## config.mk

```make
export PLATFORM = sky130hd
export DESIGN_NAME = reset_sequencer
export DESIGN_NICKNAME = d
export VERILOG_FILES = /design/src/rtl/reset_sequencer.sv
export SDC_FILE = /design/constraint.sdc
export NUM_CORES = 1
export LEC_CHECK = 0
export ABC_AREA = 1
export BUFFER_PORTS_ARGS = -buffer_cell sky130_fd_sc_hd__clkbuf_2
export CORE_MARGIN = 8
export CORE_UTILIZATION = 30
export DETAILED_ROUTE_END_ITERATION = 10
export MAX_ROUTING_LAYER = met4
export PLACE_DENSITY = 0.58
export SETUP_SLACK_MARGIN = 0.5
export SYNTH_ARGS = -nofsm -noshare
export SYNTH_HDL_FRONTEND = slang
export SYNTH_SLANG_ARGS = --single-unit
export TNS_END_PERCENT = 5
```

## constraint.sdc

```tcl
create_clock -name clk -period 1.8 [get_ports clk]
set_input_delay 0.27 -clock clk [delete_from_list [all_inputs] [get_ports clk]]
set_output_delay 0.27 -clock clk [all_outputs]
set_load 0.1 [all_outputs]
```

## src/rtl/reset_sequencer.sv

```systemverilog
// ============================================================================
//  Module      : reset_sequencer
//  Description : Releases the SoC subsystems in a fixed order after power-on
//                or warm reset: data memory (with init handshake), then the
//                GEMM accelerator, then the RISC-V core. A software warm reset
//                first waits (bounded) for the accelerator to go idle.
//  Revision    : 1.0 - initial release
// ============================================================================
`timescale 1ns/1ps
`default_nettype none

module reset_sequencer #(
    parameter int SYNC_STAGES     = 2,
    parameter int HOLD_CYCLES     = 12,
    parameter int INIT_TIMEOUT    = 1024,
    parameter int QUIESCE_TIMEOUT = 256
) (
    input  logic       clk,
    input  logic       rst_n,
    input  logic       soft_rst_req,
    input  logic       mem_init_done,
    input  logic       acc_idle,
    output logic       mem_rst_n,
    output logic       mem_init_start,
    output logic       acc_rst_n,
    output logic       core_rst_n,
    output logic       ready,
    output logic       init_fault,
    output logic       quiesce_to,
    output logic [2:0] state_o
);

    // ------------------------------------------------------------------------
    // Counter sizing: one counter serves every timed state, so it is sized for
    // the largest of the three limits. It only ever needs to reach limit-1.
    // ------------------------------------------------------------------------
    localparam int MAX_HI   = (HOLD_CYCLES > INIT_TIMEOUT) ? HOLD_CYCLES : INIT_TIMEOUT;
    localparam int MAX_LIM  = (MAX_HI > QUIESCE_TIMEOUT) ? MAX_HI : QUIESCE_TIMEOUT;
    localparam int CNT_W    = ($clog2(MAX_LIM) < 1) ? 1 : $clog2(MAX_LIM);

    localparam logic [CNT_W-1:0] HOLD_LAST    = CNT_W'(HOLD_CYCLES - 1);
    localparam logic [CNT_W-1:0] INIT_LAST    = CNT_W'(INIT_TIMEOUT - 1);
    localparam logic [CNT_W-1:0] QUIESCE_LAST = CNT_W'(QUIESCE_TIMEOUT - 1);
    localparam logic [CNT_W-1:0] CNT_SAT      = {CNT_W{1'b1}};

    typedef enum logic [2:0] {
        ST_RESET    = 3'd0,
        ST_HOLD     = 3'd1,
        ST_MEM_INIT = 3'd2,
        ST_ACC_REL  = 3'd3,
        ST_RUN      = 3'd4,
        ST_QUIESCE  = 3'd5,
        ST_FAULT    = 3'd6
    } state_t;

    state_t            state;
    state_t            state_next;
    logic [CNT_W-1:0]  cnt;
    logic [CNT_W-1:0]  cnt_next;
    logic [SYNC_STAGES-1:0] sync_ff;
    logic              released;

    logic              mem_rst_n_next;
    logic              mem_init_start_next;
    logic              acc_rst_n_next;
    logic              core_rst_n_next;
    logic              ready_next;
    logic              init_fault_next;
    logic              quiesce_to_next;
    logic              quiesce_forced;

    // ------------------------------------------------------------------------
    // Reset-release synchronizer: assertion is asynchronous (clear), release
    // ripples a constant 1 through SYNC_STAGES flops on the core clock.
    // ------------------------------------------------------------------------
    generate
        if (SYNC_STAGES > 1) begin : g_sync_multi
            // Shift a one through the chain once rst_n is released.
            always_ff @(posedge clk or negedge rst_n) begin
                if (!rst_n) begin
                    sync_ff <= '0;
                end else begin
                    sync_ff <= {sync_ff[SYNC_STAGES-2:0], 1'b1};
                end
            end
        end else begin : g_sync_single
            // Degenerate depth kept only so an out-of-range value still builds.
            always_ff @(posedge clk or negedge rst_n) begin
                if (!rst_n) begin
                    sync_ff <= '0;
                end else begin
                    sync_ff <= 1'b1;
                end
            end
        end
    endgenerate

    assign released = sync_ff[SYNC_STAGES-1];

    // ------------------------------------------------------------------------
    // Next-state and next-output decode. Outputs are computed from the state
    // being entered so the registered outputs change on the entering edge.
    // ------------------------------------------------------------------------
    always_comb begin
        state_next          = state;
        quiesce_forced      = 1'b0;
        mem_rst_n_next      = 1'b0;
        mem_init_start_next = 1'b0;
        acc_rst_n_next      = 1'b0;
        core_rst_n_next     = 1'b0;
        ready_next          = 1'b0;

        case (state)
            ST_RESET: begin
                if (released) begin
                    state_next = ST_HOLD;
                end
            end
            ST_HOLD: begin
                if (cnt == HOLD_LAST) begin
                    state_next = ST_MEM_INIT;
                end
            end
            ST_MEM_INIT: begin
                // A completion in the timeout cycle still counts as success.
                if (mem_init_done) begin
                    state_next = ST_ACC_REL;
                end else if (cnt == INIT_LAST) begin
                    state_next = ST_FAULT;
                end
            end
            ST_ACC_REL: begin
                state_next = ST_RUN;
            end
            ST_RUN: begin
                if (soft_rst_req) begin
                    state_next = ST_QUIESCE;
                end
            end
            ST_QUIESCE: begin
                // Idle in the timeout cycle is a clean quiesce, not a forced one.
                if (acc_idle) begin
                    state_next = ST_HOLD;
                end else if (cnt == QUIESCE_LAST) begin
                    state_next     = ST_HOLD;
                    quiesce_forced = 1'b1;
                end
            end
            ST_FAULT: begin
                state_next = ST_FAULT;
            end
            default: begin
                state_next = ST_RESET;
            end
        endcase

        // Reset levels are a pure function of the state being entered; this
        // keeps memory-before-accelerator-before-core true in every state.
        case (state_next)
            ST_MEM_INIT: begin
                mem_rst_n_next = 1'b1;
            end
            ST_ACC_REL: begin
                mem_rst_n_next = 1'b1;
                acc_rst_n_next = 1'b1;
            end
            ST_RUN: begin
                mem_rst_n_next  = 1'b1;
                acc_rst_n_next  = 1'b1;
                core_rst_n_next = 1'b1;
                ready_next      = 1'b1;
            end
            ST_QUIESCE: begin
                mem_rst_n_next = 1'b1;
                acc_rst_n_next = 1'b1;
            end
            ST_FAULT: begin
                mem_rst_n_next = 1'b1;
            end
            default: begin
                mem_rst_n_next = 1'b0;
            end
        endcase

        // Start pulse lasts exactly the first MEM_INIT cycle.
        mem_init_start_next = (state_next == ST_MEM_INIT) && (state != ST_MEM_INIT);

        // Sticky diagnostics; only rst_n clears them.
        init_fault_next = init_fault | (state_next == ST_FAULT);
        quiesce_to_next = quiesce_to | quiesce_forced;
    end

    // ------------------------------------------------------------------------
    // Shared cycle counter: restarts on every state change, saturates rather
    // than wrapping so a parked state can never re-trigger a compare.
    // ------------------------------------------------------------------------
    always_comb begin
        cnt_next = cnt;
        if (state_next != state) begin
            cnt_next = '0;
        end else if (cnt != CNT_SAT) begin
            cnt_next = cnt + 1'b1;
        end
    end

    // State, counter and all outputs registered; rst_n forces the safe state
    // immediately without waiting for a clock.
    always_ff @(posedge clk or negedge rst_n) begin
        if (!rst_n) begin
            state          <= ST_RESET;
            cnt            <= '0;
            mem_rst_n      <= 1'b0;
            mem_init_start <= 1'b0;
            acc_rst_n      <= 1'b0;
            core_rst_n     <= 1'b0;
            ready          <= 1'b0;
            init_fault     <= 1'b0;
            quiesce_to     <= 1'b0;
        end else begin
            state          <= state_next;
            cnt            <= cnt_next;
            mem_rst_n      <= mem_rst_n_next;
            mem_init_start <= mem_init_start_next;
            acc_rst_n      <= acc_rst_n_next;
            core_rst_n     <= core_rst_n_next;
            ready          <= ready_next;
            init_fault     <= init_fault_next;
            quiesce_to     <= quiesce_to_next;
        end
    end

    assign state_o = state;

endmodule

`default_nettype wire

```

# == Yosys cells after proc, flatten, opt, wreduce, memory -nomap -nowiden ==
# Cells that the tools add are included.
# Widths: inputs -> output; s select.
# word_totals
register_bits,21
wordCells,50
out_inout_bits,10
# classes
reduce_logical,5
mux,16
n_bitwise,2
eq_ne,17
n_addsub,1
# op_table
op,count
$mux 3,7
$pmux 3 s7,1
$mux 10,2
$eq 3x3->1 const B,6
$eq 3x2->1 const B,4
$add 10x1->10 const B,1
$eq 10x10->1 const B,1
$eq 10x4->1 const B,1
$eq 10x8->1 const B,1
$ne 10x10->1 const B,1
$mux 1,6
$reduce_or 5->1,1
$eq 3x1->1 const B,1
$logic_not 3->1,1
$ne 3x2->1 const B,1
$ne 3x3->1,1
$reduce_or 3->1,1
$or 1x1->1,2
$reduce_bool 2->1,1
$logic_and 1x1->1,1

# == Longest topological paths before layout ==
# depth
ltp_word,7
ltp_mapped,11

# == Worst setup path after synthesis ==
# OpenSTA, ideal clock, no wires.
# synth_timing
path_type,reg2reg
startpoint,register state[0] (netlist: state_o[0])
endpoint,register cnt[9]
synth_period_minus_slack_ns,2.116
path_stages_with_launch,10
arrival_time_ns,1.995
slack_ns,-0.316
cell_sequence,dfrtp_1 inv_1 nor2_1 nand2_1 nor2_1 nand2_2 nand3_4 nand2_2 nand3_4 nor2_1
# synth_via
elab_cells_between_ends,18
# synth_lines
element,line_no,source
start: declaration,56,state_t state;
start signal: assignment,220,state <= state_next;
"$eq 3x3->1, or another cell as far along",113,case (state)
$pmux 3 s7 *,113,
via state_next[2],57,state_t state_next;
$ne 3x3->1 *,199,if (state_next != state) begin
$mux 10 / $reduce_bool 2->1 (equally long branches),n/a,
end signal: assignment,221,cnt <= cnt_next;
end: declaration,58,logic [CNT_W-1:0] cnt;
# The timed path passes the listed nets; every way through them passes the cells marked *.
# A chain may end at the register's enable or synchronous reset.

# == Final worst setup path ==
# layout_timing
startpoint,register cnt[0]
endpoint,register cnt[4]
# layout_via
elab_chain_len,6
elab_cells_between_ends,15
# layout_rtl
element,line_no
$eq 10x8->1 / $eq 10x10->1 (equally long branches),"144, 128"
$mux 3 (on tied branches),"144, 128"
$mux 3 (on tied branches),"142, 126"
$pmux 3 s7,113
$ne 3x3->1,199
$mux 10 / $reduce_bool 2->1 (equally long branches),n/a
# Parallel ways exist; a longest one is shown, timed or not. The select of a mux whose other input is x is not followed.

==> results.md <==
- CTS Buffer Depth: 2
- Arrival @ worst endpoint: 1.74 ns
- Post-synth EDFFs: 0
- CTS Root Cell: clkbuf_8
- Starting DRT DRC Count: 44
- Hold Fails Final Rpt: 0
- Async SR Flop Fraction: 100.0%
- Max Freq: 650.6 MHz
- Syn_area_per_cell: 8.363 sq um
- FP Rows: 22
- CP endpoint kind: flop
- Routed len/inst: 12.17 microns
- Post-route ant nets: 0
- Syn_nets: 139
- First-pass GRT wire length: 4409 microns
- Vias in the first global route: 1035
- Fillcell total: 368
- Largest net degree at the start of global routing: 22
- Clock buffer count from CTS: 3
- IO Port Bufs: 14
- CTS sink cnt: 21
- Initial antenna violation count: 0
- WP data required: 2.01 ns
- Least-Margin Pin Slew: 0.5480 ns
- Worst flop-to-flop path endpoint: cnt[4]
- Outcome: complete, no violations
- CTS tree: yes
- XOR/XNOR Fraction of Synth Area: 1.575%
- Design Power: 1683 uW
- Pwr Density: 1174 nW/um^2
- Compound-gate portion of the synthesized area: 6.299%
- Final Core Density: 39.73%
- Residual DRC count: 0
- Die ar.: 5912 sq um
- Final wirelength: 2507 microns
- Nets: 165
- Commonest non-fill, non-tap cell in the layout: nand2_1
- HP Start: mem_init_done
- Worst Path Max Fanout: 6
- RSZ-0062 raised after global routing: yes
- # IOs: 15
- Via/cell ratio: 4.544
- H-tree level count: 1
- Setup_tns: 0 ns
- Relative slew slack: 63.62%
- Die Y: 76.89 microns
- Max-cap violations: 0
- Largest family of logic cells by synthesized area: simple AND/OR/NAND/NOR gates
- Detailed placement HPWL: 1700 microns
- Die Width: 76.89 microns
- Hold WS: 0.3058 ns
- Area growth syn-to-layout: 28.80%
- Synthesized area: 1112 sq um
- Final Cycle Share: 85.39%
- Sequential share of the synthesized area: 47.24%
- Final Max Slew Viols: 0
- Yosys Warn Count: 0
- Reg2Reg Launch Point: cnt[0]
- Most frequent cells in the layout: 23 x nand2_1, 20 x nor2_1, 17 x dfrtp_1
- Drt pass-1 iters: 4
- RePlAce Congestion: 0.7944
- Startpoint Class: flop
- Clock-pin slew on the worst setup and hold paths: 0.08 ns
- Post-route cell area: 1433 sq um
- Min Tclk post-route: 1.537 ns
- Dominant synthesized flop cell: dfrtp_1
- Global route overflow: 0
- Hold depth: 3
- Clock skew: 0.004099 ns
- Mux cell area share after synthesis: 0%
- R2r setup slk: 0.26 ns
- Clock Latency Late Sink: 0.27 ns
- Unique masters post-synth: 27
- GRT Util Overall: 9.511%
- Leakage: 0.0007099 uW
- Simple-gate share of the synthesized area: 37.91%
- Initial core utilization: 30.85%
- Diode count: 0
- Adder-Cell Fraction of Synth Area: 1.125%
- Max IR drop VDD: 0.4163 mV
- Worst min path class: in2reg
- Worst Reg2Reg Path Length in Cells: 9
- DR vias: 936
- Area post-placement: 1252 sq um
- Count of final setup violators: 0
- Core Area: 3606 sq um
- Hold EP: acc_rst_n
- Flops & latches, synth: 21
- Critical path type: reg2reg
- Share of post-route cells with drive strength above 1: 39.87%
- Cells after Synth: 133
metal layers:
layer	up-vias	part of all wire (%)	global-route usage [%]
met4	0	2.7	6.538
met3	5	2.4	1.632
li1	471	-	-
met1	448	45	9.855
met2	12	50	16.14
met5	-	0	-
worst max-delay path by stage:
stage / start / endpoint / slack [ns] / cells after the start
final: cnt[0] / cnt[4] / 0.26 / 9
after global routing: cnt[0] / cnt[4] / 0.14 / 9
after CTS: cnt[1] / mem_rst_n / 0.27 / 9
after detailed placement: cnt[0] / cnt[2] / 0.11 / 10
after global placement: cnt[0] / cnt[2] / 0.19 / 10
after floorplan: state_o[0] / cnt[9] / 0.28 / 10
synth_stat cells (2+ instances only):
master,count,share of area (%)
nand2_1,24,8.1
nor2_1,24,8.1
dfrtp_1,21,47
inv_1,11,3.7
nand3_1,10,4.5
nand2_2,9,5.1
o21ai_0,4,1.8
nand4_1,3,1.7
nor2_2,3,1.7
nor3_1,3,1.3
inv_2,2,0.68
nand3_4,2,3.1
nor2_4,2,2.0
xor2_1,2,1.6
critical path: stages, from the launching register on:
cell and delay (ns):
dfrtp_1 0.42, ha_4 0.17, nand2_4 0.06, nor2_4 0.11, nand4_1 0.26, nand4_1 0.22
inv_1 0.05, nand2_1 0.05, nand2_1 0.06, nor2_2 0.07
timing repair:
action,in CTS,in global routing
endpoints found under the hold margin,21,0
hold buffers,1,0
buffers inserted,7,0
endpoints found under the setup margin,26,26
resized for setup,10,4
cloned,1,0
pin swaps,11,6
cell families after synthesis:
logic type               count (synthesis)
other                                    1
flip-flops                              21
AND/OR/NAND/NOR                         83
XOR/XNOR                                 2
adder cells (fa/ha/maj)                  1
buffers and inverters                   15
AO/OA/AOI/OAI                           10
where the power goes:
part / switching, uW / internal (uW)
Combinational: 503 / 232
Clock: 162 / 155
Sequential: 85.4 / 545
Total: 751 / 932
sequential cells by signal, indices dropped and copies added, names as in the netlist:
name / flops
ready: 1
mem_rst_n: 1
acc_rst_n: 1
mem_init_start: 1
state_o: 3
init_fault: 1
cnt: 10
quiesce_to: 1
sync_ff: 2
cell type report:
class                           count  area, sq um  share of cell area, %
Timing Repair Buffer               22        132.6                  9.258
Clock buffer                        3        41.29                  2.882
Sequential cell                    21        538.0                  37.55
Clock inverter                      1        5.005                 0.3493
Multi-Input combinational cell     98        601.8                  42.01
Tap cell                           48        60.06                  4.192
Inverter                           13        53.80                  3.755
through the flow:
step / setup WS (ns) / instances
floorplan: 0.2778 / 133
global placement: 0.1938 / 193
detailed placement: 0.1129 / 193
CTS: 0.2724 / 206
global route: 0.1437 / 206
finish: 0.2630 / 206
(Power assumes the default switching activity.)
